File: src/rtl/debounce_pkg.sv
//------------------------------------------------------------------------------
// Module : debounce_pkg
// Brief  : Shared state encoding and sizing helper for the multi-channel debouncer.
// Rev    : 1.0 - initial release
//------------------------------------------------------------------------------
`default_nettype none

package debounce_pkg;

  typedef enum logic [1:0] {
    S_0       = 2'b00,
    S_MAYBE_1 = 2'b01,
    S_1       = 2'b10,
    S_MAYBE_0 = 2'b11
  } debounce_state_t;

  function automatic int cnt_width(input int ticks);
    return $clog2(ticks + 1);
  endfunction

endpackage

`default_nettype wire

File: src/rtl/debounce_channel.sv
//------------------------------------------------------------------------------
// Module : debounce_channel
// Brief  : One channel: input synchroniser, confirm FSM with tick counter, edge strobes.
// Rev    : 1.0 - initial release
//------------------------------------------------------------------------------
`default_nettype none

module debounce_channel
  import debounce_pkg::*;
#(
  parameter int BOUNCE_TICKS = 10,
  parameter int SYNC_STAGES  = 2
) (
  input  logic clk,
  input  logic rst,
  input  logic tick,
  input  logic raw,
  output logic level,
  output logic rise,
  output logic fall
);

  localparam int c_cnt_w = cnt_width(BOUNCE_TICKS);
  localparam logic [c_cnt_w-1:0] c_cnt_last = c_cnt_w'(BOUNCE_TICKS - 1);

  logic [SYNC_STAGES-1:0] r_sync;
  logic                   w_s;
  debounce_state_t        r_state;
  logic [c_cnt_w-1:0]     r_cnt;
  logic                   r_level;
  logic                   r_rise;
  logic                   r_fall;

  generate
    if (SYNC_STAGES == 1) begin : g_sync_single
      always_ff @(posedge clk or negedge rst) begin
        if (!rst) r_sync <= '0;
        else      r_sync <= raw;
      end
    end else begin : g_sync_chain
      always_ff @(posedge clk or negedge rst) begin
        if (!rst) r_sync <= '0;
        else      r_sync <= {r_sync[SYNC_STAGES-2:0], raw};
      end
    end
  endgenerate

  assign w_s = r_sync[SYNC_STAGES-1];

  // Pulses are set on the same edge as the confirming state change, so they
  // coincide with the first cycle of the new level.
  always_ff @(posedge clk or negedge rst) begin
    if (!rst) begin
      r_state <= S_0;
      r_cnt   <= '0;
      r_level <= 1'b0;
      r_rise  <= 1'b0;
      r_fall  <= 1'b0;
    end else begin
      r_rise <= 1'b0;
      r_fall <= 1'b0;
      case (r_state)
        S_0: begin
          if (w_s) begin
            r_state <= S_MAYBE_1;
            r_cnt   <= '0;
          end
        end
        S_MAYBE_1: begin
          if (!w_s) begin
            r_state <= S_0;
          end else if (tick) begin
            if (r_cnt == c_cnt_last) begin
              r_state <= S_1;
              r_level <= 1'b1;
              r_rise  <= 1'b1;
            end else if (r_cnt < c_cnt_last) begin
              r_cnt <= r_cnt + 1'b1;
            end
          end
        end
        S_1: begin
          if (!w_s) begin
            r_state <= S_MAYBE_0;
            r_cnt   <= '0;
          end
        end
        S_MAYBE_0: begin
          if (w_s) begin
            r_state <= S_1;
          end else if (tick) begin
            if (r_cnt == c_cnt_last) begin
              r_state <= S_0;
              r_level <= 1'b0;
              r_fall  <= 1'b1;
            end else if (r_cnt < c_cnt_last) begin
              r_cnt <= r_cnt + 1'b1;
            end
          end
        end
        default: begin
          r_state <= S_0;
          r_level <= 1'b0;
        end
      endcase
    end
  end

  assign level = r_level;
  assign rise  = r_rise;
  assign fall  = r_fall;

endmodule

`default_nettype wire

File: src/rtl/multi_debouncer.sv
//------------------------------------------------------------------------------
// Module : multi_debouncer
// Brief  : N-channel debouncer with a shared tick prescaler and synchronised reset release.
// Rev    : 1.0 - initial release
//------------------------------------------------------------------------------
`default_nettype none

module multi_debouncer
  import debounce_pkg::*;
#(
  parameter int N_CH         = 4,
  parameter int BOUNCE_TICKS = 10,
  parameter int TICK_DIV     = 1,
  parameter int SYNC_STAGES  = 2
) (
  input  logic            clk,
  input  logic            rst,
  input  logic [N_CH-1:0] bouncy_in,
  output logic [N_CH-1:0] debounced_out,
  output logic [N_CH-1:0] rise_pulse,
  output logic [N_CH-1:0] fall_pulse,
  output logic            any_change
);

  logic [1:0] r_rst_sync;
  logic       w_rst_n;
  logic       w_tick;

  // Assert immediately, release on a common edge for every channel.
  always_ff @(posedge clk or negedge rst) begin
    if (!rst) r_rst_sync <= '0;
    else      r_rst_sync <= {r_rst_sync[0], 1'b1};
  end

  assign w_rst_n = r_rst_sync[1];

  generate
    if (TICK_DIV == 1) begin : g_tick_every
      assign w_tick = 1'b1;
    end else begin : g_prescaler
      localparam int c_pre_w = $clog2(TICK_DIV);
      localparam logic [c_pre_w-1:0] c_pre_last = c_pre_w'(TICK_DIV - 1);
      logic [c_pre_w-1:0] r_pre;

      always_ff @(posedge clk or negedge w_rst_n) begin
        if (!w_rst_n)                r_pre <= '0;
        else if (r_pre == c_pre_last) r_pre <= '0;
        else                         r_pre <= r_pre + 1'b1;
      end

      assign w_tick = (r_pre == c_pre_last);
    end
  endgenerate

  generate
    for (genvar i = 0; i < N_CH; i++) begin : g_ch
      debounce_channel #(
        .BOUNCE_TICKS (BOUNCE_TICKS),
        .SYNC_STAGES  (SYNC_STAGES)
      ) u_channel (
        .clk   (clk),
        .rst   (w_rst_n),
        .tick  (w_tick),
        .raw   (bouncy_in[i]),
        .level (debounced_out[i]),
        .rise  (rise_pulse[i]),
        .fall  (fall_pulse[i])
      );
    end
  endgenerate

  assign any_change = |{rise_pulse, fall_pulse};

endmodule

`default_nettype wire
File: config.mk
export PLATFORM = sky130hd
export DESIGN_NAME = multi_debouncer
export DESIGN_NICKNAME = d
export VERILOG_FILES = /design/src/rtl/debounce_pkg.sv /design/src/rtl/debounce_channel.sv /design/src/rtl/multi_debouncer.sv
export SDC_FILE = /design/constraint.sdc
export NUM_CORES = 1
export LEC_CHECK = 0
export ABC_AREA = 1
export CORE_AREA = 3 3 71 73
export CTS_BUF_LIST = sky130_fd_sc_hd__clkbuf_4 sky130_fd_sc_hd__clkbuf_8
export CTS_CLUSTER_DIAMETER = 40
export CTS_CLUSTER_SIZE = 10
export DETAILED_ROUTE_END_ITERATION = 12
export DIE_AREA = 0 0 74 76
export GPL_TIMING_DRIVEN = 0
export HOLD_SLACK_MARGIN = 0.03
export PLACE_DENSITY = 0.71
export SYNTH_ARGS = -nofsm -noshare
export SYNTH_HDL_FRONTEND = slang
export SYNTH_SLANG_ARGS = --single-unit
File: constraint.sdc
create_clock -name clk -period 1.8 [get_ports clk]
set_clock_uncertainty 0.15 [all_clocks]
set_input_delay 0.36 -clock clk [delete_from_list [all_inputs] [get_ports clk]]
set_output_delay 0.36 -clock clk [all_outputs]
set_load 0.1 [all_outputs]
==> run_results.csv <==
group,metric,value,unit
placement,preCtsSetupSlack,-391.0,ps
clocking,cts_buffers,5,
drt,routed_wire_length_per_instance,10.38,um
hold_path,timing.hold.worst.class,"in -> async",
clocking,clk_pin_slew_worst_paths,90,ps
critical_path,kind_of_end_point_of_the_critical_path,"output port",
clocking,htreeDepth,2,
critical_path,worst_ep_arrival_time,1260,ps
timing,fin_ws,28.21,ps
run_status,status,"completed",
grt,global_route.usage.met2,0.1862,
clocking,clkSinkCount,46,
synthesis,synth.avg_cell_area,9.075,um^2
cells_and_area,fraction_of_final_layout_cells_sized_beyond_drive_strength_1,0.1859,
timing,timing.final.setup_violations,0,
critical_path,path_cells,"nor4_2 -> nand2_1 -> buf_6",
critical_path,max_stage_delay,390,ps
timing,max_freq,564.4,MHz
clocking,cts_setup_buffers,0,
die,die_x,74,um
critical_path,r2r-end,"g_ch[2].u_channel.r_cnt[1]",
synthesis,synthesis.yosys.warnings,0,
critical_path,cp-start-kind,"flop",
clocking,clock_buffer_depth,2,
synthesis,postSynthNetCount,259,
critical_path,timing.critical_path.from,"g_ch[1].u_channel.rise",
grt,grt_first_pass_wirelength,5685,um
die,core_box_area,4414,um^2
critical_path,timing.critical_path.required,1290,ps
drt,detailroute.via_count,1517,
synthesis,yosys_register_bits,46,
synthesis,yosysSeqAreaShare,0.5263,
cells_and_area,layout.cells.most_common_list,"nand2_1, dfrtp_1, inv_1",
synthesis,synth_cells,241,
drt,drt_first_iter_violations,80,
critical_path,critical_path_buf_inv_count,1,
timing,finalHoldWorstSlack,63.73,ps
timing,drv_slew,0,
synthesis,mappedNetlistArea,2187,um^2
grt,antenna_found_initial,0,
drt,drt-total-wl,3331,um
timing,finalCritPeriodShare,0.9843,
drt,antenna_violating_nets_post_route,0,
pwr,power-per-cell-area,878.8,nW/um^2
placement,io_buffer_count,18,
cells_and_area,nets,286,
timing,rsz_0062_raised_after_global_routing,"yes",
critical_path,crit_family,"flip-flops",
die,num_rows,24,
grt,globalRoute.totalOverflow,0,
critical_path,worst-path-max-fanout,2,
timing,timing.final.crit_period,1772,ps
die,top_level_ports,19,
grt,grt_usage,0.1286,
grt,fraction_of_met1_tracks_used_by_global_routing,0.1770,
pwr,vdd_ir_max,0.0008383,V
placement,gp_congestion,0.7565,
grt,grt_pass1_vias,1318,
grt,groute.layer.met3.usage,0.03958,
placement,post-dp-hpwl,2308,um
cells_and_area,area.growth.synth_to_final,15.39,%
cells_and_area,layout.cells.most_common,"nand2_1",
synthesis,yosysUniqueCellTypes,24,
clocking,worst_skew_pair.late_latency,300,ps
critical_path,cp_slowest_cell,"dfrtp_1",
critical_path,worstReg2RegStart,"g_ch[2].u_channel.r_cnt[1]",
pwr,cellLeakagePower,0.001332,uW
cells_and_area,insertedDiodeCount,0,
cells_and_area,fill_cells,395,
critical_path,worst-r2r-cell-count,8,
critical_path,setup.worst_path.class,"reg -> out",
critical_path,r2r_slack,300,ps
job,cap_viol_max_count,0,
grt,gr_busiest_metal,"met2",
drt,via_per_inst,4.726,
die,design.die.area,5624,um^2
clocking,clock_tree.root_cell,"clkbuf_8",
timing,timing.final.hold_violations,0,
cells_and_area,final_core_util,0.5717,
die,floorplan.initialDensity,0.4955,
clocking,tritoncts,"built",
die,die_h,76,um
grt,grt_max_degree,36,
drt,drcViolationCount,0,
drt,drt_first_pass_iters,4,
==> repair_timing <==
action                                 4_1_cts  5_1_grt
gates resized for setup                     67        1
setup endpoints to repair                   13        1
endpoints found under the hold margin        9        0
hold buffers                                 1        0
==> cells by family (layout without fill, tap and decap cells) <==
| kind of cell | Yosys count | count (layout) | share of synthesized area |
|---|---|---|---|
| and+or+nand+nor | 104 | 104 | 0.2151 |
| buffers and inverters | 47 | 75 | 0.1018 |
| DFF | 46 | 46 | 0.5263 |
| AOI/OAI and AO/OA | 29 | 29 | 0.07494 |
| adders and majority gates | 12 | 12 | 0.06865 |
| xor gates and xnor gates | 2 | 2 | 0.01144 |
| other | 1 | 1 | 0.001715 |
==> cells in the mapped netlist, drive strengths merged <==
library cell,number,share of area
o21bai,2,0.012
conb,1,0.0017
nand2,66,0.12
o31ai,1,0.0034
nor2,9,0.015
nand3,17,0.043
buf,13,0.043
xor2,2,0.011
o21ai,26,0.059
inv,34,0.058
nor3,1,0.0046
nand4,6,0.017
dfrtp,46,0.53
ha,12,0.069
nor4,2,0.0057
or2,3,0.0086
==> power by group <==
group / leakage, uW / switching (uW) / total, uW / internal (uW)
registers: 0.000600 / 73.1 / 1170 / 1090
logic: 0.000673 / 170 / 277 / 107
clock network: 0.0000585 / 357 / 773 / 416
total: 0.00133 / 601 / 2220 / 1620
==> stage by stage <==
stage                     power [uW]  cells  cell area, um^2  TNS (ps)
after floorplan                 1391    241             2187         0
final                           2218    321             2524         0
after detailed placement        1467    312             2454     -3532
after global routing            2345    321             2524    -49.98
after CTS                       2256    321             2517         0
after global placement          1451    311             2432    -13670
==> metal layers <==
metal	share of wire	vias to the layer above
met5	0	-
met4	0.021	0
met2	0.45	21
met1	0.49	686
li1	-	805
met3	0.045	5
==> cell type report <==
type / count / area (um^2) / area share
Sequential cell: 46 / 1152 / 0.4566
Clock inverter: 3 / 43.79 / 0.01735
Buffer: 13 / 95.09 / 0.03768
Inverter: 34 / 127.6 / 0.05057
Clock buffer: 5 / 68.82 / 0.02727
Multi-Input combinational cell: 148 / 819.5 / 0.3247
Timing Repair Buffer: 20 / 151.4 / 0.05999
Tap cell: 52 / 65.06 / 0.02578
==> sequential cells by signal (all words and copies together) (netlist names), named ones only <==
| signal | flops |
|---|---|
| r_rst_sync | 2 |
| g_ch.u_channel.fall | 4 |
| g_ch.u_channel.level | 4 |
| g_ch.u_channel.r_state | 4 |
| g_ch.u_channel.r_sync | 8 |
| g_ch.u_channel.r_cnt | 16 |
| g_ch.u_channel.rise | 4 |
==> worst max path at each step <==
stage	end	cells after the start	slack, ps
6_report	any_change	3	30
2_1_floorplan	any_change	2	100
4_1_cts	any_change	3	20
3_3_place_gp	any_change	3	-400
3_5_place_dp	any_change	3	-390
5_1_grt	any_change	3	-50
==> worst reg2reg max path: stages, from the launching register on <==
cell and delay (ps):
dfrtp_1 420, inv_1 80, ha_1 190, inv_1 110, nand2_1 100, o21bai_4 140, nand2_4 90, nand2_1 60
o21ai_1 60
Power figures use the tool's default switching activity.
